===== config.mk =====
export PLATFORM = sky130hd
export DESIGN_NAME = dff_ram_ctrl_flat
export DESIGN_NICKNAME = d
export VERILOG_FILES = /design/src/rtl/dff_ram_pkg.sv /design/src/rtl/dff_ram_ctrl_if.sv /design/src/rtl/dff_ram_array.sv /design/src/rtl/dff_ram_ctrl.sv /design/src/flat_wrapper.sv
export SDC_FILE = /design/constraint.sdc
export NUM_CORES = 1
export LEC_CHECK = 0
export CAP_MARGIN = 40
export CORE_MARGIN = 8
export CORE_UTILIZATION = 29
export CTS_CLUSTER_DIAMETER = 120
export DETAILED_ROUTE_END_ITERATION = 8
export PLACE_DENSITY_LB_ADDON = 0.25
export SYNTH_ARGS = -nofsm -noshare
export SYNTH_HDL_FRONTEND = slang
export SYNTH_SLANG_ARGS = --single-unit

===== constraint.sdc =====
create_clock -name clk -period 2.9 [get_ports clk]
set_input_delay 0.29 -clock clk [delete_from_list [all_inputs] [get_ports clk]]
set_output_delay 0.29 -clock clk [all_outputs]
set_load 0.01 [all_outputs]

===== src/rtl/dff_ram_pkg.sv =====
// Shared types and default geometry for the DFF RAM controller slice.
package dff_ram_pkg;

   typedef enum logic [1:0] {
      ST_CLEAR = 2'd0,
      ST_IDLE  = 2'd1,
      ST_PROG  = 2'd2
   } state_t;

   localparam int DATA_W_DEF = 8;
   localparam int ADDR_W_DEF = 4;

endpackage


===== src/rtl/dff_ram_ctrl_if.sv =====
// CPU bus and program-load port of the DFF RAM; master = CPU/loader side, slave = RAM.
interface dff_ram_ctrl_if #(
   parameter int DATA_W = 8,
   parameter int ADDR_W = 4
);
   logic [ADDR_W-1:0] mar;
   logic [DATA_W-1:0] data_in;
   logic [DATA_W-1:0] data_out;
   logic              ce_n;
   logic              lr_n;
   logic              rd_valid;
   logic              clr_req;
   logic              prog_en;
   logic              prog_valid;
   logic [DATA_W-1:0] prog_data;
   logic [ADDR_W-1:0] prog_ptr;
   logic              busy;

   modport master (
      output mar, data_in, ce_n, lr_n, clr_req, prog_en, prog_valid, prog_data,
      input  data_out, rd_valid, prog_ptr, busy
   );

   modport slave (
      input  mar, data_in, ce_n, lr_n, clr_req, prog_en, prog_valid, prog_data,
      output data_out, rd_valid, prog_ptr, busy
   );
endinterface


===== src/rtl/dff_ram_array.sv =====
// Flop-based storage: one synchronous write port, one combinational read port, no reset.
module dff_ram_array #(
   parameter int DATA_W = 8,
   parameter int ADDR_W = 4
) (
   input  logic              clk,
   input  logic              we,
   input  logic [ADDR_W-1:0] waddr,
   input  logic [DATA_W-1:0] wdata,
   input  logic [ADDR_W-1:0] raddr,
   output logic [DATA_W-1:0] rdata
);
   localparam int DEPTH = 2 ** ADDR_W;

   logic [DATA_W-1:0] mem [DEPTH];

   always_ff @(posedge clk) begin
      if (we) mem[waddr] <= wdata;
   end

   assign rdata = mem[raddr];

endmodule


===== src/rtl/dff_ram_ctrl.sv =====
// DFF RAM controller: sequential clear engine, auto-incrementing program loader and CPU read/write access.
module dff_ram_ctrl
   import dff_ram_pkg::*;
#(
   parameter int DATA_W = DATA_W_DEF,
   parameter int ADDR_W = ADDR_W_DEF
) (
   input logic           clk,
   input logic           rst_n,
   input logic           ena,
   dff_ram_ctrl_if.slave bus
);
   localparam int                DEPTH    = 2 ** ADDR_W;
   localparam logic [ADDR_W-1:0] LAST_PTR = ADDR_W'(DEPTH - 1);

   state_t            state;
   logic [ADDR_W-1:0] clr_ptr;
   logic [ADDR_W-1:0] prog_ptr_q;
   logic [DATA_W-1:0] data_out_q;
   logic              rd_valid_q;
   logic              busy_q;

   logic              we;
   logic [ADDR_W-1:0] waddr;
   logic [DATA_W-1:0] wdata;
   logic [DATA_W-1:0] rdata;

   logic              idle_wr;
   logic              idle_rd;
   logic              prog_wr;

   // clr_req outranks prog_en, which outranks any CPU strobe; a write beats a read.
   assign idle_wr = (state == ST_IDLE) && !bus.clr_req && !bus.prog_en && !bus.lr_n;
   assign idle_rd = (state == ST_IDLE) && !bus.clr_req && !bus.prog_en && bus.lr_n && !bus.ce_n;
   assign prog_wr = (state == ST_PROG) && !bus.clr_req && bus.prog_en && bus.prog_valid;

   always_comb begin
      we    = 1'b0;
      waddr = bus.mar;
      wdata = bus.data_in;
      if (ena) begin
         if (state == ST_CLEAR) begin
            we    = 1'b1;
            waddr = clr_ptr;
            wdata = '0;
         end else if (prog_wr) begin
            we    = 1'b1;
            waddr = prog_ptr_q;
            wdata = bus.prog_data;
         end else if (idle_wr) begin
            we    = 1'b1;
         end
      end
   end

   dff_ram_array #(
      .DATA_W (DATA_W),
      .ADDR_W (ADDR_W)
   ) u_array (
      .clk   (clk),
      .we    (we),
      .waddr (waddr),
      .wdata (wdata),
      .raddr (bus.mar),
      .rdata (rdata)
   );

   always_ff @(posedge clk or negedge rst_n) begin
      if (!rst_n) begin
         state      <= ST_CLEAR;
         clr_ptr    <= '0;
         prog_ptr_q <= '0;
         data_out_q <= '0;
         rd_valid_q <= 1'b0;
         busy_q     <= 1'b1;
      end else if (!ena) begin
         rd_valid_q <= 1'b0;
      end else begin
         rd_valid_q <= idle_rd;
         if (idle_rd) data_out_q <= rdata;
         case (state)
            ST_CLEAR: begin
               clr_ptr <= clr_ptr + ADDR_W'(1);
               if (clr_ptr == LAST_PTR) begin
                  state  <= ST_IDLE;
                  busy_q <= 1'b0;
               end
            end
            ST_IDLE: begin
               if (bus.clr_req) begin
                  state   <= ST_CLEAR;
                  clr_ptr <= '0;
                  busy_q  <= 1'b1;
               end else if (bus.prog_en) begin
                  state      <= ST_PROG;
                  prog_ptr_q <= '0;
                  busy_q     <= 1'b1;
               end
            end
            ST_PROG: begin
               if (bus.clr_req) begin
                  state   <= ST_CLEAR;
                  clr_ptr <= '0;
                  busy_q  <= 1'b1;
               end else if (!bus.prog_en) begin
                  state  <= ST_IDLE;
                  busy_q <= 1'b0;
               end else if (bus.prog_valid) begin
                  prog_ptr_q <= prog_ptr_q + ADDR_W'(1);
               end
            end
            default: begin
               state   <= ST_CLEAR;
               clr_ptr <= '0;
               busy_q  <= 1'b1;
            end
         endcase
      end
   end

   assign bus.data_out = data_out_q;
   assign bus.rd_valid = rd_valid_q;
   assign bus.prog_ptr = prog_ptr_q;
   assign bus.busy     = busy_q;

endmodule

===== src/flat_wrapper.sv =====
// flat-port wrapper written by rule: the top's interface ports become plain ports
module dff_ram_ctrl_flat import dff_ram_pkg::*;
#(
   parameter int DATA_W = DATA_W_DEF,
   parameter int ADDR_W = ADDR_W_DEF
)
  (clk, rst_n, ena, bus_mar, bus_data_in, bus_ce_n, bus_lr_n, bus_clr_req, bus_prog_en, bus_prog_valid, bus_prog_data, bus_data_out, bus_rd_valid, bus_prog_ptr, bus_busy);
  dff_ram_ctrl_if #(.DATA_W(DATA_W), .ADDR_W(ADDR_W)) bus_i ();
  input logic clk;
  input logic rst_n;
  input logic ena;
  input wire logic [$bits(bus_i.mar)-1:0] bus_mar;
  input wire logic [$bits(bus_i.data_in)-1:0] bus_data_in;
  input wire logic [$bits(bus_i.ce_n)-1:0] bus_ce_n;
  input wire logic [$bits(bus_i.lr_n)-1:0] bus_lr_n;
  input wire logic [$bits(bus_i.clr_req)-1:0] bus_clr_req;
  input wire logic [$bits(bus_i.prog_en)-1:0] bus_prog_en;
  input wire logic [$bits(bus_i.prog_valid)-1:0] bus_prog_valid;
  input wire logic [$bits(bus_i.prog_data)-1:0] bus_prog_data;
  output wire logic [$bits(bus_i.data_out)-1:0] bus_data_out;
  output wire logic [$bits(bus_i.rd_valid)-1:0] bus_rd_valid;
  output wire logic [$bits(bus_i.prog_ptr)-1:0] bus_prog_ptr;
  output wire logic [$bits(bus_i.busy)-1:0] bus_busy;
  assign bus_i.mar = bus_mar;
  assign bus_i.data_in = bus_data_in;
  assign bus_i.ce_n = bus_ce_n;
  assign bus_i.lr_n = bus_lr_n;
  assign bus_i.clr_req = bus_clr_req;
  assign bus_i.prog_en = bus_prog_en;
  assign bus_i.prog_valid = bus_prog_valid;
  assign bus_i.prog_data = bus_prog_data;
  assign bus_data_out = bus_i.data_out;
  assign bus_rd_valid = bus_i.rd_valid;
  assign bus_prog_ptr = bus_i.prog_ptr;
  assign bus_busy = bus_i.busy;
  dff_ram_ctrl #(.DATA_W(DATA_W), .ADDR_W(ADDR_W)) u_core (.clk(clk), .rst_n(rst_n), .ena(ena), .bus(bus_i));
endmodule

==> summary.md <==
| Metric | Value |
|---|---|
| Status | finished clean |
| FFs w/ async S/R, synth | 0.135 |
| Worst-margin pin slew | around 0.84 ns |
| Layout cells sized above 1 | 0.269 |
| Final ANT Viol Nets | 0 |
| Die ar. | roughly 27,000 um2 |
| IO Count | 42 |
| Clock share of power | 0.367 |
| Largest family of logic cells by synthesized area | multiplexers |
| Count leader, synth | edfxtp_1 |
| Synth area leaders | edfxtp_1 (61%), mux4_2 (9.9%), dfrtp_1 (7.5%) |
| Flop pwr share | 0.435 |
| Synth Instances | 380 |
| Top FF cell, synth | edfxtp_1 |
| Antenna violations before repair | 0 |
| Synth Warn # | 0 |
| M1 GR Usage | 0.155 |
| H-tree depth | 4 |
| Std cell rows | 54 |
| RR Startpoint | u_core.state[0] |
| Deepest clock path buffer count | 2 |
| Drt wl/cell | just over 20 um |
| CORE AREA | about 22,000 um2 |
| Synth Area in Adders | 0.0118 |
| Synth Area in XOR/XNOR | 0 |
| Worst-path fanout max | 10 |
| Combinational power share | 0.197 |
| Clock tree sinks | 148 |
| Static leakage | just under 3 nW |
| Final wirelength | ~16,000 um |
| Drt via density | 4.85 |
| Nets@finish | around 500 |
| Met2 usage | 0.193 |
| Most used routing layer | met2 |
| R2R depth | 8 |
| Clock-pin slew on the worst setup and hold paths | approximately 0.06 ns |
| Simple-gate area share of the yosys netlist | 0.0769 |
| Area growth from synthesis to layout | 26.6% |
| Max Slew Vio Count | 0 |
| Root Buffer | clkbuf_16 |
| CTS tree | done |
| Final setup TNS | 0 ns |
| Max_cap viols | 0 |
| Seq/Total Area, Yosys | 0.685 |
| Hold/Removal Path Class | in -> async |
| Complex-gate fraction of the synthesized area | 0.0574 |
| Synth Register Bits | 148 |
| # hold bufs at CTS | 0 |
| Post-CTS Resized | 0 |
| Tcrit/Tclk final | 0.909 |
| Via count | ~3,700 |
| Worst-skew pair later-pin latency | 0.42 ns |
| Post-synth EDFFs | between 100 and 150 |
| First-pass GRT wire length | approximately 24,000 um |
| Post-CTS Setup Inserts | 0 |
| Die Y-Extent | 164 um |
| Int Pwr | approximately 0.0046 W |
| Mapped Nets | about 410 |
| Diodes inserted | 0 |
| Vias in the first global route | between 3,000 and 4,000 |
| Mapped Area | 6340 um2 |
| First-pass DRT Iterations | 4 |
| Crit end category | flip-flop |
| Switching pwr | between 0.0015 and 0.002 W |
| Final core occ | 0.371 |
| FMAX | about 380 MHz |
| Post-synthesis mux area share | 0.148 |
| Yosys top cell by area | edfxtp_1 |
| Unrepaired setup endpoints after global routing | no |
| Largest net degree at the start of global routing | 40 |
| CP startpoint kind | flip-flop |
| Tot GR Track Use | 0.122 |
| Iter 0 DRT Violations | around 260 |
| Required time of the critical path | 3.02 ns |
| Starting Density | 0.293 |
| Synth top cells by count | edfxtp_1 (128), nand2_1 (34), mux4_2 (28), dfrtp_1 (19), mux2i_1 (15) |
| Avg Cell Area, Syn | 16.7 um2 |
| Yosys top cell area share | 0.606 |
| Reg2Reg Setup Slack | 0.26 ns |
| Port-buffer cells | 41 |
| TritonCTS Buffers | 17 |
| HPWL after DPL | just over 10,000 um |
| Die width | 164 um |
| Fill count | between 2,000 and 2,500 |
| Setup Crit Path Kind | reg -> reg |
| Final GP Congestion | around 0.82 |
| Crit path DAT | ~2.8 ns |
| Pwr/cell area | roughly 780 nW/um2 |
| Met3 Use GR | 0.0328 |
| Max_slew headroom | 0.439 |
| Worst IR Drop VDD | about 370 uV |
| Netlist cell types | 49 |
| Post-Route Skew | between 0.006 and 0.007 ns |
| Final Critical Period | approximately 2.6 ns |
| Net Sw Frac | 0.265 |
| # DRC | 0 |
| Final Hold Viols | 0 |
| GR Overflow Total | 0 |
| Crit Reg-Reg Endpoint | u_core.u_array.mem[9][4] |
| Setup violations, final | 0 |
==> cell families (layout without fill, tap and decap cells) <==
group	count (synthesis)	after routing
AO/OA/AOI/OAI	45	45
adder cells (fa/ha/maj)	6	6
buffers and inverters	29	132
flip-flops	148	148
multiplexers	57	57
AND/OR/NAND/NOR	95	95
==> worst max-delay path: stages, from the launching register on <==
cell	delay (ns)
dfrtp_1	0.41
inv_1	0.10
ha_1	0.37
buf_4	0.21
mux2_2	0.35
nor2b_1	0.13
mux2i_1	0.16
nor4_1	0.36
buf_4	0.25
==> worst max path at each step <==
stage | start | end | slack (ns) | cells past startpoint
after CTS | u_core.state[0] | u_core.u_array.mem[10][5] | 0.24 | 8
after global routing | u_core.state[0] | u_core.u_array.mem[10][5] | 0.02 | 8
after detailed placement | bus_prog_en | u_core.bus.data_out[5] | 0.24 | 7
final | u_core.state[0] | u_core.u_array.mem[9][4] | 0.26 | 8
after floorplan | u_core.state[0] | u_core.u_array.mem[1][0] | 0.05 | 7
after global placement | bus_prog_en | u_core.bus.data_out[3] | 0.24 | 7
==> final cells by class <==
cell class | instances | area, um2 | area share
flip-flops and latches | 148 | 4350 | 0.541
clock inverters | 13 | 180 | 0.0224
clock buffers | 19 | 433 | 0.0539
well taps | 280 | 350 | 0.0436
inverters | 12 | 45.0 | 0.00561
multi-input cells | 203 | 1880 | 0.235
repair buffers | 88 | 791 | 0.0985
==> power groups by stage <==
stage / registers [W] / clock network (W) / logic (W)
after floorplan: 0.00274 / 0 / 0.000668
after global placement: 0.00275 / 0 / 0.00121
after detailed placement: 0.00275 / 0 / 0.00125
after CTS: 0.00271 / 0.00234 / 0.00125
after global routing: 0.00273 / 0.00242 / 0.00136
final: 0.00271 / 0.00229 / 0.00123
==> state kept, by name, indices dropped and copies added (netlist names) <==
name and flops:
u_core.clr_ptr 4, u_core.bus.busy 1, u_core.state 2, u_core.u_array.mem 128, u_core.bus.prog_ptr 4, u_core.bus.rd_valid 1, u_core.bus.data_out 8
==> cells in the final DEF (no fill, tap or decap), drive strengths merged, types with 2 or more instances in the layout <==
master / instances
ha: 6
clkbuf: 19
nor4: 8
mux2: 14
nor3: 12
inv: 14
or2: 2
mux4: 28
a21oi: 3
bufinv: 4
nand2: 34
and3: 2
edfxtp: 128
nand2b: 3
buf: 48
mux2i: 15
clkinvlp: 2
nor2: 14
dfrtp: 19
clkinv: 5
o21ai: 8
a221o: 6
or3b: 2
a211o: 2
a22o: 11
nor2b: 4
clkdlybuf4s50: 40
nand4: 4
nand3: 4
o221ai: 2
o22ai: 4
==> layer usage <==
metal	up-vias	wire length, um
met5	-	0
met4	0	282
met3	10	676
met2	70	7500
met1	1919	7050
li1	1704	-
==> metrics by stage <==
stage	cell area [um2]	total power, W	hold slack, ns	instances	setup slack (ns)
after detailed placement	7420	0.00400	0.519	731	0.239
after floorplan	6340	0.00341	-0.00559	380	0.0480
after global routing	8030	0.00652	0.219	763	0.0235
after CTS	8030	0.00631	0.180	763	0.242
after global placement	7360	0.00396	0.501	726	0.239
final	8030	0.00623	0.196	763	0.263
Power figures use the tool's default switching activity.
==> variant 1, RTL diff (config.mk and constraints unchanged) <==
Set the package constant `DATA_W_DEF` to 10 (it was 8).
--- a/src/rtl/dff_ram_pkg.sv
+++ b/src/rtl/dff_ram_pkg.sv
@@ -7,7 +7,7 @@
       ST_PROG  = 2'd2
    } state_t;
 
-   localparam int DATA_W_DEF = 8;
+   localparam int DATA_W_DEF = 10;
    localparam int ADDR_W_DEF = 4;
 
 endpackage
Ports: changed (resized bus_data_in, bus_data_out and bus_prog_data); port bits go from 42 to 48. The function was not compared with the original's and may differ.
==> variant 1 against the unedited design <==
Non-clock buffer count is 13 higher. Utilization down 0.63 points. Worst hold slack better by 0.036 ns. Synthesized area up 19%. Wire length is 14% higher. Clock skew up 0.0022 ns. Sequential cell count is 34 higher. Critical path depth unchanged. Final area up 17%. Critical endpoint is now u_core.u_array.mem[0][1]$_DFFE_PP_. Power grew 19%. Setup slack worse by 0.034 ns. Die area increased by 17%.
==> variant 1: results (changes against the unedited design) <==
metric,value,unit,change
fin_hold_ws,0.232,ns,+0.0356 ns
syn-num-nets,467,,+13%
slew-limit-headroom,0.421,,-0.0187
dpl_cell_area,0.00883,mm^2,+19%
dp_cells,844,,+15%
peakVddDrop,0.000403,V,+10%
syn_inst,429,,+13%
nets,566,,+12%
worstPathMaxFanout,10,,unchanged
clock_skew,0.00845,ns,+0.00217 ns
post-place-ws,0.142,ns,-0.0971 ns
grt_max_degree,41,,+2.5%
detailed_place_hpwl,12200,um,+18%
place.gp.congestion,0.815,,-0.66%
yosys.cell_types.count,51,,+4.1%
portBuffers,47,,+15%
r2r_slack,0.23,ns,-0.03 ns
grt_use_total,0.117,,-0.00495
rr_startpoint,u_core.state[0]$_DFFE_PN0P_,,
grt_pass1_vias,4588,,+17%
status,"finished, final reports clean",,
syn_avg_cell_area,17.7,um^2,+5.8%
largest_reg_flops,160,,+25%
async_reset_ff_frac,0.121,,-0.0143
nFillCells,2426,,+20%
power_leakage,3.23,nW,+12%
drt_iter0_drc,305,,+16%
wl_per_cell,20.1,um,-0.93%
netlist_top_cells_area,"edfxtp_1 63%, mux4_2 12%, dfrtp_1 6.9%, mux2i_1 3.0%, nand2_1 2.0%",,
synth_common_cells,"160 x edfxtp_1, 40 x mux4_2, 40 x nand2_1",,
wl,17600,um,+14%
drive_gt1_frac,0.279,,+0.00996
grt_pass1_wl,27400,um,+15%
vias,4318,,+17%
[variant 1: cell count changes in the layout (fill, tap and decap cells not counted), sizes merged, moves of 11 or more]
cell and delta:
edfxtp +32, nor2 -11, mux4 +12, a21oi +13, mux2 -12
[variant 1: how the worst max path moves through the flow]
stage | startpoint | slack [ns] | to | depth (start not counted)
after CTS | u_core.state[0]$_DFFE_PN0P_ | 0.15 | u_core.u_array.mem[0][1]$_DFFE_PP_ | 7
after detailed placement | ena | 0.14 | u_core.u_array.mem[0][0]$_DFFE_PP_ | 7
after global routing | u_core.state[0]$_DFFE_PN0P_ | 0.05 | u_core.u_array.mem[0][6]$_DFFE_PP_ | 7
after global placement | bus_prog_en | 0.08 | u_core.u_array.mem[7][2]$_DFFE_PP_ | 5
final | u_core.state[0]$_DFFE_PN0P_ | 0.23 | u_core.u_array.mem[0][1]$_DFFE_PP_ | 8
after floorplan | u_core.state[0]$_DFFE_PN0P_ | -0.08 | u_core.u_array.mem[10][0]$_DFFE_PP_ | 7
[variant 1: final cells by class]
type                       instances  area, um^2  area share
inverter                          11        41.3     0.00438
clock buffer                      18         429      0.0455
clock inverter                    14         168      0.0178
timing repair buffer             101         863      0.0915
tap                              335         419      0.0444
multi-input combinational        215        2160       0.229
sequential                       182        5360       0.568
[variant 1: logic make-up (layout without fill, tap and decap cells)]
kind of cell	Yosys count	count (layout)	synth area share
DFF	182	182	0.707
AOI/OAI and AO/OA	58	58	0.0538
buffers and inverters	32	144	0.0190
and+or+nand+nor	86	86	0.0581
muxes	65	65	0.152
adders and majority gates	6	6	0.00991
[variant 1: worst max-delay path, stage by stage, from the launching register on]
cell	delay (ns)
dfrtp_1	0.40
inv_1	0.12
ha_1	0.30
and4b_4	0.30
buf_4	0.12
o21ai_0	0.07
a2111o_1	0.53
nor4_2	0.27
buf_4	0.28
[variant 1: layer usage]
layer | up-vias | wire (um) | global-route usage
li1 | 1942 | - | -
met1 | 2257 | 7900 | 0.151
met2 | 103 | 8820 | 0.194
met3 | 16 | 689 | 0.0223
met4 | 0 | 234 | 0.0389
met5 | - | 0 | 0
[variant 1: timing repair]
| item | CTS | global route |
|---|---|---|
| hold endpoints to repair | 0 | 0 |
| setup endpoints to repair | 0 | 10 |
| resized for setup | 0 | 1 |
[variant 1: power breakdown]
group          internal (W)  total [W]  leakage (nW)  switching [W]
Clock               0.00130    0.00230         0.286        0.00101
Sequential          0.00331    0.00345          1.74       0.000139
Combinational      0.000691    0.00166          1.20       0.000970
Total               0.00530    0.00741          3.23        0.00212
==> variant 2, RTL diff (same settings) <==
Made on the original files. Add an input register stage for `ena`, cleared by the reset; this delays it by one clock. The other inputs are not delayed to match.
--- a/src/rtl/dff_ram_ctrl.sv
+++ b/src/rtl/dff_ram_ctrl.sv
@@ -12,6 +12,16 @@
 );
    localparam int                DEPTH    = 2 ** ADDR_W;
    localparam logic [ADDR_W-1:0] LAST_PTR = ADDR_W'(DEPTH - 1);
+
+   logic ena_q;
+
+   always_ff @(posedge clk or negedge rst_n) begin
+      if (!rst_n) begin
+         ena_q <= '0;
+      end else begin
+         ena_q <= ena;
+      end
+   end
 
    state_t            state;
    logic [ADDR_W-1:0] clr_ptr;
@@ -38,7 +48,7 @@
       we    = 1'b0;
       waddr = bus.mar;
       wdata = bus.data_in;
-      if (ena) begin
+      if (ena_q) begin
          if (state == ST_CLEAR) begin
             we    = 1'b1;
             waddr = clr_ptr;
@@ -73,7 +83,7 @@
          data_out_q <= '0;
          rd_valid_q <= 1'b0;
          busy_q     <= 1'b1;
-      end else if (!ena) begin
+      end else if (!ena_q) begin
          rd_valid_q <= 1'b0;
       end else begin
          rd_valid_q <= idle_rd;
Formal check against the unedited RTL: same outputs for any inputs over 10 cycles, from zero or initial values and one cycle with rst_n low; that may be too few to reach the edited logic, so the function may still have changed.
==> variant 2 against the unedited design <==
Sequential share of layout area grew 1.4 points. Die area shrank 0.54%. Sequential cell count grew 1. Sequential power grew 3%. Setup slack gained 0.043 ns. Wire length shrank 7.0%. Synthesized area shrank 0.59%. Worst hold slack lost 0.047 ns. Final area shrank 2.0%. Critical path depth is the same. Synthesized cell count shrank 1.8%. Power grew 1.5%. Largest cell class unchanged. Largest power group unchanged. Highest routed layer unchanged.
==> variant 2: results (changes against the unedited design) <==
metric,value,unit,change
async_reset_ff_frac,0.141,,+0.00580
dp_cells,712,,-2.6%
synth_compound_area_frac,0.0750,,+0.0176
grt_max_degree,20,,-50%
grt_pass1_vias,3822,,-2.7%
drive_gt1_frac,0.246,,-0.0235
drt_first_pass_iters,5,,+1
synth_common_cells,"128 x edfxtp_1, 32 x mux4_2, 32 x nand2_1",,
fin_hold_ws,0.150,ns,-0.0466 ns
syn_avg_cell_area,16.9,um^2,+1.3%
r2r_slack,0.31,ns,+0.04 ns
netlist_top_cells_area,"edfxtp_1 61%, mux4_2 11%, dfrtp_1 7.9%, nand2_1 1.9%, a21oi_1 1.3%",,
dpl_cell_area,0.00725,mm^2,-2.2%
nets,485,,-3.8%
worst_pin_slew,0.690,ns,-0.148 ns
crit_arrival,2.72,ns,-0.04 ns
synthAdderAreaFrac,0.0119,,+0.0000704
ys_seq_area_frac,0.693,,+0.00805
synth.area.mux_share,0.126,,-0.0219
grt_pass1_wl,22400,um,-5.7%
max_freq,385,MHz,+1.6%
grt_use_total,0.114,,-0.00751
vias,3606,,-2.6%
place.gp.congestion,0.770,,-6.1%
detailed_place_hpwl,9970,um,-3.7%
drt_iter0_drc,244,,-7.2%
syn-num-nets,407,,-1.7%
yosys.cell_types.count,47,,-4.1%
status,"finished, final reports clean",,
post-place-ws,0.245,ns,+0.00565 ns
cp_slowest_cell,o311a_1,,
power_leakage,2.70,nW,-6.7%
clock_skew,0.0187,ns,+0.0124 ns
wl,14400,um,-7.0%
worstPathMaxFanout,12,,+2
## variant 2: changes by cell type after synthesis, sizes merged, moves of 5 or more
cell,delta
clkbuf,+5
nor4,+5
a21oi,+14
a22oi,+7
nor2,-10
mux2,-11
mux2i,-11
a22o,-5
nor3,-5
## variant 2: layout make-up
cell class              count  area [um^2]  area share
clock buffers              17          425      0.0541
clock inverters            15          190      0.0242
inverters                  10         37.5     0.00477
multi-input cells         194         1800       0.228
flip-flops and latches    149         4370       0.555
well taps                 280          350      0.0445
repair buffers             79          698      0.0887
## variant 2: report_power, final
part	internal, W	leakage [nW]	switching (W)	total, W
Sequential	0.00267	1.44	0.000120	0.00279
Combinational	0.000540	0.967	0.000707	0.00125
Clock	0.00137	0.294	0.000907	0.00228
## variant 2: per-layer routing
metal  up-vias  share of wire  routed length, um  GRT usage
met2        85           0.49               7010      0.186
met5         -              0                  0          0
met1      1839           0.43               6250      0.140
met4         0          0.022                317     0.0446
li1       1666              -                  -          -
met3        16          0.058                838     0.0353
